**config.mk**
```make
export PLATFORM = sky130hd
export DESIGN_NAME = mux4_rr_arbiter
export DESIGN_NICKNAME = d
export VERILOG_FILES = /design/src/rtl/mux4_rr_arbiter.sv
export SDC_FILE = /design/constraint.sdc
export NUM_CORES = 1
export LEC_CHECK = 0
export ABC_AREA = 1
export CORE_MARGIN = 4
export CORE_UTILIZATION = 50
export CTS_CLUSTER_DIAMETER = 80
export DETAILED_ROUTE_END_ITERATION = 6
export DONT_BUFFER_PORTS = 1
export PLACE_DENSITY = 0.72
export REMOVE_ABC_BUFFERS = 1
export SLEW_MARGIN = 20
export SYNTH_ARGS = -nofsm -noshare
export SYNTH_HDL_FRONTEND = slang
export SYNTH_SLANG_ARGS = --single-unit
```
**constraint.sdc**
```tcl
create_clock -name clk -period 2 [get_ports clk]
set_clock_uncertainty 0.2 [all_clocks]
set_input_delay 0.4 -clock clk [delete_from_list [all_inputs] [get_ports clk]]
set_output_delay 0.4 -clock clk [all_outputs]
set_load 0.03 [all_outputs]
```
**src/rtl/mux4_rr_arbiter.sv**
```systemverilog
//==============================================================================
// Module   : mux4_rr_arbiter
// Brief    : Round-robin arbiter that owns the select of a shared 4:1 mux and
//            holds each grant until done, owner request drop, or hold timeout.
// Options  : `define ARB_TIMEOUT_EN enables the MAX_HOLD forced release.
// Revision : 1.0 - initial release
//==============================================================================
`default_nettype none

module mux4_rr_arbiter #(
    parameter int MAX_HOLD  = 16,
    parameter int CNT_WIDTH = 8
) (
    input  logic       clk,
    input  logic       rst,
    input  logic [3:0] req,
    input  logic       done,
    output logic [3:0] gnt,
    output logic [1:0] select,
    output logic       busy,
    output logic       timeout
);

    localparam logic [0:0] c_st_idle  = 1'b0;
    localparam logic [0:0] c_st_grant = 1'b1;

    // Elaboration-time guard against an illegal hold configuration.
    generate
        if ((MAX_HOLD < 2) || (MAX_HOLD > 255) || ((64'd1 << CNT_WIDTH) <= 64'(MAX_HOLD))) begin : g_bad_cfg
            $error("mux4_rr_arbiter: illegal MAX_HOLD/CNT_WIDTH combination");
        end
    endgenerate

    logic [0:0]           r_state;
    logic [1:0]           r_ptr;
    logic [CNT_WIDTH-1:0] r_cnt;
    logic [3:0]           r_gnt;
    logic [1:0]           r_select;
    logic                 r_timeout;

    logic [0:0]           w_state_nxt;
    logic [1:0]           w_ptr_nxt;
    logic [CNT_WIDTH-1:0] w_cnt_nxt;
    logic [3:0]           w_gnt_nxt;
    logic [1:0]           w_select_nxt;
    logic                 w_timeout_nxt;

    logic                 w_idle_found;
    logic [1:0]           w_idle_win;
    logic                 w_hand_found;
    logic [1:0]           w_hand_win;
    logic [3:0]           w_others;
    logic                 w_owner_req;
    logic                 w_hold_hit;
    logic                 w_release;
    logic                 w_forced;

`ifdef ARB_TIMEOUT_EN
    localparam logic [CNT_WIDTH-1:0] c_hold_last = CNT_WIDTH'(MAX_HOLD - 1);
    assign w_hold_hit = (r_cnt == c_hold_last);
`else
    assign w_hold_hit = 1'b0;
`endif

    assign w_owner_req = req[r_select];
    assign w_others    = req & ~(4'b0001 << r_select);
    assign w_release   = done | ~w_owner_req | w_hold_hit;
    // A same-edge done or owner drop makes it an ordinary release, not a timeout.
    assign w_forced    = w_hold_hit & ~done & w_owner_req;

    // Scans run highest offset first so the nearest set bit is the last write.
    always_comb begin
        w_idle_found = 1'b0;
        w_idle_win   = r_ptr;
        for (int k = 3; k >= 0; k--) begin
            if (req[r_ptr + 2'(k)]) begin
                w_idle_found = 1'b1;
                w_idle_win   = r_ptr + 2'(k);
            end
        end
    end

    always_comb begin
        w_hand_found = 1'b0;
        w_hand_win   = r_select;
        for (int k = 3; k >= 1; k--) begin
            if (w_others[r_select + 2'(k)]) begin
                w_hand_found = 1'b1;
                w_hand_win   = r_select + 2'(k);
            end
        end
    end

    always_comb begin
        w_state_nxt   = r_state;
        w_ptr_nxt     = r_ptr;
        w_cnt_nxt     = r_cnt;
        w_gnt_nxt     = r_gnt;
        w_select_nxt  = r_select;
        w_timeout_nxt = 1'b0;
        case (r_state)
            c_st_idle: begin
                if (w_idle_found) begin
                    w_state_nxt  = c_st_grant;
                    w_gnt_nxt    = 4'b0001 << w_idle_win;
                    w_select_nxt = w_idle_win;
                    w_cnt_nxt    = '0;
                end
            end
            c_st_grant: begin
                if (w_release) begin
                    w_ptr_nxt     = r_select + 2'd1;
                    w_timeout_nxt = w_forced;
                    w_cnt_nxt     = '0;
                    if (w_hand_found) begin
                        w_gnt_nxt    = 4'b0001 << w_hand_win;
                        w_select_nxt = w_hand_win;
                    end else begin
                        w_state_nxt = c_st_idle;
                        w_gnt_nxt   = 4'b0000;
                    end
                end else if (r_cnt != {CNT_WIDTH{1'b1}}) begin
                    w_cnt_nxt = r_cnt + 1'b1;
                end
            end
            default: begin
                w_state_nxt = c_st_idle;
                w_gnt_nxt   = 4'b0000;
                w_cnt_nxt   = '0;
            end
        endcase
    end

    always_ff @(posedge clk) begin
        if (rst) begin
            r_state   <= c_st_idle;
            r_ptr     <= 2'd0;
            r_cnt     <= '0;
            r_gnt     <= 4'b0000;
            r_select  <= 2'd0;
            r_timeout <= 1'b0;
        end else begin
            r_state   <= w_state_nxt;
            r_ptr     <= w_ptr_nxt;
            r_cnt     <= w_cnt_nxt;
            r_gnt     <= w_gnt_nxt;
            r_select  <= w_select_nxt;
            r_timeout <= w_timeout_nxt;
        end
    end

    assign gnt     = r_gnt;
    assign select  = r_select;
    assign busy    = |r_gnt;
    assign timeout = r_timeout;

endmodule

`default_nettype wire
```
==> impl_metrics.yaml <==
finish:
  fin_util: 0.7083
  fin_area_um2: 1276
  multiInputGateArea_um2: 777.0
  final_cell_mix: "nand2_1, inv_1, nand3_1"
  n_antenna_cell: 0
  layout-drive-gt1-share: 0.3265
  regArea_um2: 185.2
  fill_cells: 150
  area_delta_synth_final_pct: 27.50
  final_common_cell: "nand2_1"
  layout.nets: 208
logic_synthesis:
  ys_seq_elements: 9
  synth_area_um2: 1001
  synth_cell_types: 23
  ys_seq_area_frac: 0.1800
  syn_inst: 179
  ys_warn_count: 0
  postSynthAreaPerCell_um2: 5.592
min_path:
  hold_depth: 1
  hold_end: "r_state"
  min_from: "rst"
  hold_class: "in -> reg"
power:
  p_comb_frac: 0.786
  p_leak_nw: 0.7057
  clkPwrFrac: 0.064
  switching_power_w: 0.001328
  power_density_nw_per_um2: 1812
  p_int_w: 0.0009844
  switching_share: 0.5743
  p_seq_frac: 0.150
  peakVddDrop_mv: 0.9798
route:
  first_pass_iters: 7
  wl_per_cell_um: 13.77
  drt-initial-drc-count: 75
  vias_per_cell: 5.403
  drt_wl_total_mm: 3.044
  dr_total_vias: 1194
  detail-route-antenna-nets: 0
  drc: 1
place:
  place_ws_ps: -26.64
  hpwl_mm: 1.999
  port_buffers: 0
  gp_congestion: 0.9308
  place_area_um2: 1096
global_routing:
  grt_pass1_vias: 1050
  grt-ovfl-total: 0
  antenna_found_initial: 0
  grt.total_usage: 0.2113
  grt_pass1_wl_mm: 4.402
  grt_max_degree: 10
clock_network:
  holdBufCountCts: 0
  cts_buffers: 3
  h-tree-depth: 1
  cts_sinks: 9
  clock_latency_ps: 270
  cts_root_buf: "clkbuf_4"
  max-clock-path-buffers: 2
  cts_tree: "yes"
  clk_pin_slew_ps: 60
timing:
  rsz0062_at_grt: "true"
  finalHoldViolCount: 0
  maxSlewViolCount: 0
  setup_viol: 0
  max_clock_freq_mhz: 500.4
  fin_crit_sh: 0.9991
  fin_ws_ps: 1.729
  finalCriticalPeriod_ps: 1998
setup_path:
  r2r_cells: 14
  cp-end-kind: "flop"
  r2r-start: "select[0]"
  crit_path_max_fanout: 6
  critPathArrivalTime_ps: 2000
  r2r_setup_slack_ps: 2
  crit_type: "reg -> reg"
  cp.required_ps: 2000
  setup.worst_path.start_class: "flop"
  r2r-end: "gnt[1]"
run_status:
  violations: "design-rule violations"
  status: "complete, but fails checks"
die:
  start_util: 0.5556
  dieHeight_um: 52.74
  ios: 15
  die_w_um: 52.74
  core_um2: 1802
  rows: 15
  die_area_um2: 2782
job:
  max-cap-violations: 0
how the worst max path moves through the flow:
stage,end,startpoint,cells after the start,slack (ps)
finish,gnt[1],select[0],14,2
floorplan,gnt[2],select[0],14,-240
global route,gnt[2],select[0],16,-120
global placement,gnt[0],select[1],14,30
CTS,gnt[0],select[0],15,2
detailed placement,gnt[0],select[1],13,-30
power groups by stage:
stage | Combinational, W | Sequential [W] | Clock [W]
after floorplan | 0.000972 | 0.000438 | 0
after global placement | 0.00138 | 0.000334 | 0
after detailed placement | 0.00142 | 0.000336 | 0
after CTS | 0.00146 | 0.000332 | 0.000151
after global routing | 0.00197 | 0.000356 | 0.000156
final | 0.00182 | 0.000348 | 0.000148
cells in the mapped netlist:
| library cell | n | area (µm²) |
|---|---|---|
| nand2_1 | 61 | 229.0 |
| inv_1 | 27 | 101.4 |
| nand3_1 | 27 | 135.1 |
| dfxtp_1 | 9 | 180.2 |
| nand2_2 | 7 | 43.79 |
| o21ai_1 | 7 | 35.03 |
| nor2_1 | 6 | 22.52 |
| o21ai_0 | 6 | 30.03 |
| a21oi_1 | 5 | 25.02 |
| inv_2 | 5 | 18.77 |
| ha_1 | 4 | 50.05 |
| a31oi_1 | 2 | 12.51 |
| buf_4 | 2 | 15.01 |
| nand2_4 | 2 | 22.52 |
| a21oi_2 | 1 | 8.760 |
| buf_6 | 1 | 11.26 |
| conb_1 | 1 | 3.750 |
| inv_4 | 1 | 6.260 |
| nand3b_1 | 1 | 7.510 |
| nand4_1 | 1 | 6.260 |
| nand4_2 | 1 | 12.51 |
| o21ai_4 | 1 | 16.27 |
| or4_1 | 1 | 7.510 |
registers in the layout, indices dropped and copies added, names as in the netlist:
| register | cells |
|---|---|
| gnt | 4 |
| r_ptr | 2 |
| select | 2 |
| r_state | 1 |
metrics by stage:
step | instances | TNS [ps] | total power, W | hold WS (ps)
after floorplan | 176 | -1144 | 0.001411 | 269.4
after global placement | 213 | 0 | 0.001713 | 274.5
after detailed placement | 213 | -48.10 | 0.001756 | 278.4
after global routing | 221 | -434.7 | 0.002481 | 1.150
after CTS | 217 | 0 | 0.001944 | 5.406
final | 221 | 0 | 0.002313 | 9.247
critical path, stage by stage, from the launching register on:
cell      delay, ps
dfxtp_4         360
buf_6           130
ha_4            150
nand3b_1        210
nand2_2         130
nand2_2          80
nand2_2          80
inv_4            50
o21ai_2          60
nand2_2          90
nand2_4         110
nand2_1          50
nor2_1           90
nor2_1           50
nor2_1           90
kinds of logic (layout without fill, tap and decap cells):
kind of cell | count (synthesis) | in the layout | share of synthesized area
AND/OR/NAND/NOR | 107 | 107 | 0.4863
buffers and inverters | 36 | 53 | 0.1525
AO/OA/AOI/OAI | 22 | 22 | 0.1275
flip-flops | 9 | 9 | 0.1800
adder cells (fa/ha/maj) | 4 | 4 | 0.05000
other | 1 | 1 | 0.003746
what timing repair did:
item,in CTS,in global routing
buffers inserted,0,4
pin swaps,0,12
endpoints found under the setup margin,3,6
gates resized for setup,2,34
layer usage:
metal | wire length [µm] | vias to the layer above | GRT usage
li1 | - | 599 | -
met2 | 1458 | 46 | 0.3760
met3 | 230 | 13 | 0.05413
met4 | 60 | 0 | 0.02553
met5 | 0 | - | 0
met1 | 1294 | 536 | 0.2589
layout make-up:
type                            instances  share of cell area
Sequential cell                         9              0.1451
Multi-Input combinational cell        134              0.6088
Timing Repair Buffer                   16              0.1000
Clock buffer                            4             0.02059
Inverter                               33              0.1010
Tap cell                               25             0.02451
Power figures use the tool's default switching activity.
